--- src/rtl/mem_arbiter.sv ---
// Two-master (IFU/LSU) to one-slave memory arbiter with round-robin grant,
// response routing back to the owner, and a grant-to-response timeout.
module mem_arbiter #(
  parameter int AW      = 32,
  parameter int DW      = 32,
  parameter int TIMEOUT = 255
) (
  input  logic            clk,
  input  logic            rst,
  input  logic            ifu_req_valid,
  output logic            ifu_req_ready,
  input  logic [AW-1:0]   ifu_addr,
  output logic            ifu_resp_valid,
  input  logic            ifu_resp_ready,
  output logic [DW-1:0]   ifu_rdata,
  output logic            ifu_resp_err,
  input  logic            lsu_req_valid,
  output logic            lsu_req_ready,
  input  logic [AW-1:0]   lsu_addr,
  input  logic            lsu_wen,
  input  logic [DW-1:0]   lsu_wdata,
  input  logic [DW/8-1:0] lsu_wmask,
  output logic            lsu_resp_valid,
  input  logic            lsu_resp_ready,
  output logic [DW-1:0]   lsu_rdata,
  output logic            lsu_resp_err,
  output logic            mem_req_valid,
  input  logic            mem_req_ready,
  output logic [AW-1:0]   mem_addr,
  output logic            mem_wen,
  output logic [DW-1:0]   mem_wdata,
  output logic [DW/8-1:0] mem_wmask,
  input  logic            mem_resp_valid,
  output logic            mem_resp_ready,
  input  logic [DW-1:0]   mem_rdata,
  input  logic            mem_resp_err,
  output logic            busy
);

  localparam int MW = DW/8;
  localparam int CW = $clog2(TIMEOUT + 2);
  localparam logic [CW-1:0] TO = CW'(TIMEOUT);

  typedef enum logic [1:0] {IDLE, REQ, RESP, ERR} state_t;

  typedef struct packed {
    logic [AW-1:0] addr;
    logic          wen;
    logic [DW-1:0] wdata;
    logic [MW-1:0] wmask;
  } mreq_t;

  state_t        state;
  mreq_t         req_q, req_d;
  logic          owner;       // 0 = IFU, 1 = LSU
  logic          last_grant;  // same encoding as owner
  logic [CW-1:0] cnt, cnt_nxt;
  logic          gnt_ifu, gnt_lsu, owner_rr, resp_hs, timeout;
  logic          resp_vld, resp_err;
  logic [DW-1:0] resp_data;

  // Reset is folded into the grant so no master sees ready while held in reset.
  always_comb begin
    gnt_ifu = (state == IDLE) && rst && ifu_req_valid && (!lsu_req_valid || last_grant);
    gnt_lsu = (state == IDLE) && rst && lsu_req_valid && (!ifu_req_valid || !last_grant);
    owner_rr = owner ? lsu_resp_ready : ifu_resp_ready;
    resp_hs  = (state == RESP) && mem_resp_valid && owner_rr;
    cnt_nxt  = (cnt == '1) ? cnt : cnt + 1'b1;
    timeout  = (TIMEOUT != 0) && (cnt_nxt >= TO);

    req_d = '0;
    if (gnt_lsu) begin
      req_d.addr  = lsu_addr;
      req_d.wen   = lsu_wen;
      req_d.wdata = lsu_wdata;
      req_d.wmask = lsu_wmask;
    end else begin
      req_d.addr  = ifu_addr;
    end
  end

  always_ff @(posedge clk or negedge rst) begin
    if (!rst) begin
      state      <= IDLE;
      req_q      <= '0;
      owner      <= 1'b0;
      last_grant <= 1'b0;
      cnt        <= '0;
    end else begin
      case (state)
        IDLE: if (gnt_ifu || gnt_lsu) begin
          req_q      <= req_d;
          owner      <= gnt_lsu;
          last_grant <= gnt_lsu;
          cnt        <= '0;
          state      <= REQ;
        end
        REQ: begin
          cnt <= cnt_nxt;
          if (mem_req_ready)  state <= RESP;
          else if (timeout)   state <= ERR;
        end
        RESP: begin
          cnt <= cnt_nxt;
          if (resp_hs)        state <= IDLE;
          else if (timeout)   state <= ERR;
        end
        ERR: if (owner_rr) state <= IDLE;
        default: state <= IDLE;
      endcase
    end
  end

  always_comb begin
    resp_vld  = ((state == RESP) && mem_resp_valid) || (state == ERR);
    resp_err  = (state == ERR) || ((state == RESP) && mem_resp_err);
    resp_data = (state == RESP) ? mem_rdata : '0;

    ifu_req_ready  = gnt_ifu;
    lsu_req_ready  = gnt_lsu;
    ifu_resp_valid = resp_vld && !owner;
    lsu_resp_valid = resp_vld && owner;
    ifu_resp_err   = resp_err && !owner;
    lsu_resp_err   = resp_err && owner;
    ifu_rdata      = owner ? '0 : resp_data;
    lsu_rdata      = owner ? resp_data : '0;

    mem_req_valid  = (state == REQ);
    mem_addr       = req_q.addr;
    mem_wen        = req_q.wen;
    mem_wdata      = req_q.wdata;
    mem_wmask      = req_q.wmask;
    // Idle and error states drain whatever the slave returns.
    case (state)
      IDLE, ERR: mem_resp_ready = 1'b1;
      RESP:      mem_resp_ready = owner_rr;
      default:   mem_resp_ready = 1'b0;
    endcase
    busy = (state != IDLE);
  end

endmodule
--- config.mk ---
export PLATFORM = sky130hd
export DESIGN_NAME = mem_arbiter
export DESIGN_NICKNAME = d
export VERILOG_FILES = /design/src/rtl/mem_arbiter.sv
export SDC_FILE = /design/constraint.sdc
export NUM_CORES = 1
export LEC_CHECK = 0
export ABC_AREA = 1
export BUFFER_PORTS_ARGS = -buffer_cell sky130_fd_sc_hd__buf_4
export CORE_AREA = 2 2 111 113
export DETAILED_ROUTE_END_ITERATION = 10
export DIE_AREA = 0 0 113 115
export MAX_ROUTING_LAYER = met4
export PLACE_DENSITY = 0.76
export SKIP_CTS_REPAIR_TIMING = 1
export SYNTH_ARGS = -nofsm -noshare
export SYNTH_HDL_FRONTEND = slang
export SYNTH_SLANG_ARGS = --single-unit
--- constraint.sdc ---
create_clock -name clk -period 2.5 [get_ports clk]
set_input_delay 0.5 -clock clk [delete_from_list [all_inputs] [get_ports clk]]
set_output_delay 0.5 -clock clk [all_outputs]
set_load 0.02 [all_outputs]
======== Word-level counts from Yosys, hierarchy flattened ========
Cells that the tools add are included.
word-level totals
  bits in registers ....................... 81
  output and inout bits ................... 142
  input port bits ......................... 142
  logic and storage cells ................. 59
operators by class
  add/sub/neg operators ................... 1
  reductions and logical operators ........ 28
  order comparisons ....................... 1
  equal/unequal tests ..................... 6
  muxes and demuxes ....................... 16
operator list
  operator                                                                 count
  32-bit 2-to-1 mux                                                        4
  37-bit 2-to-1 mux                                                        1
  9-bit 2-to-1 mux                                                         2
  9-bit case mux with 2 select lines                                       1
  1-bit logical AND                                                        12
  2-bit 2-to-1 mux                                                         5
  9-bit by 1-bit adder with 9-bit output, second input constant            1
  9-bit == test, second input constant                                     1
  9-bit by 8-bit >= comparator with 1-bit output, second input constant    1
  2-bit case mux with 4 select lines                                       1
  2-bit AND reduction                                                      3
  1-bit logical OR                                                         5
  2-bit == test, second input constant                                     2
  2-bit nonzero test                                                       2
  2-bit OR reduction                                                       2
  1-bit zero test                                                          3
  2-bit by 1-bit == test with 1-bit output, second input constant          1
  2-bit zero test                                                          1
  2-bit by 1-bit inequality test with 1-bit output, second input constant  1
  2-bit inequality test, second input constant                             1
  1-bit case mux with 2 select lines                                       1
  1-bit 2-to-1 mux                                                         1

======== Logic depth before layout (Yosys ltp) ========
  depth after elaboration ................. 7
  mapped depth ............................ 14
  depth with buffers taken out ............ 14

======== Worst setup path after synthesis ========
Ideal clock, no wire load.
  kind .................................... flip-flop to output port
  start ................................... register state[0]
  end ..................................... output lsu_rdata[10]
  buffers on the path ..................... 1
  cell stages (with the launch flop) ...... 6
  arrival time ............................ 1556 ps
  data required time ...................... 2000 ps
  path slack .............................. 444 ps
  path through ............................ dfrtp_1 -> inv_1 -> ha_1 -> inv_2 -> clkbuf_1 -> nor3_1
between the ends
  cells in the longest elaborated chain, start to end .. 3
RTL lines
  what                    RTL line  text
  start, declared         53        state_t state;
  start signal, assigned  84        state <= IDLE;
  start signal, assigned  96        state <= REQ;
  start signal, assigned  100       if (mem_req_ready) state <= RESP;
  2-bit == test           117       resp_data = (state == RESP) ? mem_rdata : '0;
  32-bit 2-to-1 mux       117
  32-bit 2-to-1 mux       126       lsu_rdata = owner ? resp_data : '0;
  end, declared           25        output logic [DW-1:0] lsu_rdata,
No other way between the ends.

======== Worst setup path in the final report ========
Same ends and word-level chain as after synthesis.

==> out/metrics.csv <==
stage;metric;value;unit
outcome;outcome;finished with violations;
outcome;failing checks;DRC;
die;I/O Pins;284;
timing;final max-slew violation count;0;
hold_path;worst hold stages;2;
yosys;Synth area leaders;dfrtp_1 48%, a22o_1 7.7%, nor3_1 7.6%;
final_layout;Fillers;1049;
die;die width;113;um
place;port bufs;283;
cts;Root Driver;clkbuf_16;
pwr;peak supply drop;0.421;mV
grt;gr usage total;23.2;%
worst_setup_path;R2R Setup Slk;500;ps
yosys;Post-synth EDFFs;0;
drt;DRC;20;
die;core area;11800;um2
die;die height;115;um
yosys;most common cell in the netlist;dfrtp_1;
yosys;Post-Synthesis Cell Area;4210;um2
drt;Final ANT Viol Nets;0;
cts;CTS buffer count;9;
cts;Clock transition at path regs;60;ps
pwr;Power Dens Cells;1080;nW/um2
yosys;synth unique cells;29;
yosys;top cell type's share of synthesized area;48.1;%
yosys;Top FF cell, synth;dfrtp_1;
worst_setup_path;Crit Path Max Fanout;50;
worst_setup_path;Top cell by count, worst path;inv_2;
worst_setup_path;Worst setup SP type;flip-flop;
worst_setup_path;Crit path required time;2000;ps
cts;CTS tree;yes;
timing;Final Cycle Share;95.6;%
die;DIE AREA;13000;um2
cts;clock buffer depth;2;
place;routability congestion estimate;0.919;
timing;RSZ-0062 raised after global routing;no;
drt;vias per cell;4.99;
timing;count of final setup violators;0;
final_layout;final net count;924;
drt;WL/cell;16.5;um
hold_path;hold crit path type;in -> reg;
timing;Final Skew;10.0;ps
worst_setup_path;crit-path cells;inv_2 -> ha_2 -> inv_2 -> buf_12 -> nor3_1 -> buf_4;
worst_setup_path;CP max stage delay;410;ps
final_layout;Layout area overhead;60.8;%
worst_setup_path;Reg-to-Reg End;mem_addr[17]$_DFFE_PN0P_;
yosys;Seq/Total Area, Yosys;48.1;%
final_layout;share of cells above drive strength 1;42.3;%
grt;GR Overflow Total;0;
grt;initial antenna violation count;0;
yosys;Async SR Flop Fraction;100;%
worst_setup_path;reg2reg start;state[1]$_DFFE_PN0P_;
timing;final number of hold-violating endpoints;0;
worst_setup_path;crit end category;primary output;
final_layout;area occupied by registers;2030;um2
yosys;post-synthesis net count;655;
drt;Vias;4628;
timing;Slew @ Worst Pin;1020;ps
drt;Pre-antenna DRT Iters;7;
worst_setup_path;Worst R2R Path Depth;11;
grt;global-route wire length before repair;22900;um
die;initial core utilization;35.7;%
timing;Fin Hold WS;383;ps
final_layout;Multi-input gate area;1830;um2
grt;vias in the first global route;4523;
timing;slew margin rel.;31.9;%
final_layout;ant diodes;0;
yosys;Mapped Avg Cell Area;8.31;um2
cts;clock sinks;81;
place;dpl hpwl;11700;um
grt;largest net degree at the start of global routing;82;
timing;setup total negative slack;0;ps
yosys;area leader, netlist;dfrtp_1;
yosys;Yosys reg bits;81;
drt;final wirelength;15300;um
job;max_cap viols;0;
cts;clock latency on the worst-skew pair;340;ps
timing;maximum clock frequency;418;MHz
yosys;Post-Synthesis Cells;507;
worst_setup_path;Crit path arrival time;1890;ps
yosys;Synth Warn #;0;
yosys;top cells by count, synth;81 x dfrtp_1, 78 x nand2_1, 64 x nor3_1, 45 x inv_1, 41 x nor2_1;
pwr;Leak Pwr;3.51;nW
worst_setup_path;slowest CP cell;dfrtp_1;
die;num rows;40;
drt;Iter 0 DRT Violations;280;
hold_path;Hold Path Origin;lsu_wdata[0];
cts;H-tree levels;3;
hold_path;Worst Hold End;mem_wdata[0]$_DFFE_PN0P_;
worst_setup_path;critical path class;reg -> out;
timing;fin crit period;2390;ps
==> area by class of cell <==
type | instances | share of cell area [%]
clock buffer | 12 | 3.64
inverter | 53 | 3.03
timing repair buffer | 292 | 32.5
tap | 147 | 2.71
clock inverter | 4 | 1.13
sequential | 81 | 29.9
multi-input combinational | 339 | 27.0
==> registers in the layout, indices dropped and copies added, names as in the netlist <==
signal / flops
mem_wen: 1
cnt: 9
mem_wmask: 4
mem_addr: 32
last_grant: 1
mem_wdata: 32
state: 2
==> cells by family (layout without fill, tap and decap cells) <==
| kind of cell | Yosys count | in the layout | share of synthesized area, % |
|---|---|---|---|
| xor+xnor | 2 | 2 | 0.416 |
| fa+ha+maj | 6 | 6 | 1.78 |
| buf+inv | 87 | 361 | 8.46 |
| compound gates | 122 | 122 | 18.2 |
| flops | 81 | 81 | 48.1 |
| simple gates | 209 | 209 | 23.0 |
==> layer usage <==
layer / vias to the layer above / track usage [%] / wire length [um]
met3: 26 / 4.06 / 1020
met2: 203 / 41.6 / 7910
met1: 2155 / 26.2 / 5980
li1: 2244 / - / -
met5: - / - / 0
met4: 0 / 8.13 / 357
==> layout by cell type (no fill, tap or decap), drive strengths merged <==
cell	synthesis	layout
buf	12	292
o21ai	43	43
ha	6	6
nor2	44	44
a21oi	42	42
dfrtp	81	81
inv	52	52
nor3	64	64
nand4	2	2
xor2	2	2
clkinvlp	0	1
a22o	37	37
bufinv	0	2
nand3	18	18
clkinv	1	2
nand2	81	81
clkbuf	22	12
==> worst max-delay path: cells and delay by family (launching register included) <==
kind | cells | cell delay, ps
and+or+nand+nor | 1 | 250
buffers and inverters | 4 | 640
DFF | 1 | 410
adders and majority gates | 1 | 230
==> worst max path at each step <==
stage | from | cells past startpoint | to
6_report | state[0]$_DFFE_PN0P_ | 6 | lsu_rdata[10]
5_1_grt | state[0]$_DFFE_PN0P_ | 6 | ifu_rdata[6]
4_1_cts | state[0]$_DFFE_PN0P_ | 6 | ifu_rdata[18]
3_5_place_dp | state[0]$_DFFE_PN0P_ | 6 | ifu_rdata[18]
3_3_place_gp | state[0]$_DFFE_PN0P_ | 5 | ifu_rdata[14]
2_1_floorplan | state[0]$_DFFE_PN0P_ | 5 | lsu_rdata[10]
==> report_power, final <==
group	switching [mW]	internal, mW
sequential	0.351	1.89
clock	0.509	0.904
combinational	2.17	1.46
==> per-stage QoR <==
stage | worst slack [ps] | std cells | total power, mW | cell area (um2) | util [%]
after global routing | 14.3 | 928 | 7.73 | 6780 | 57.4
after CTS | 34.9 | 928 | 7.34 | 6770 | 57.3
after detailed placement | 430 | 912 | 5.89 | 6450 | 54.6
after global placement | 487 | 912 | 5.80 | 6450 | 54.6
final | 109 | 928 | 7.29 | 6780 | 57.4
after floorplan | 444 | 507 | 4.32 | 4210 | -
No activity file was read; power rests on OpenSTA's default activity.
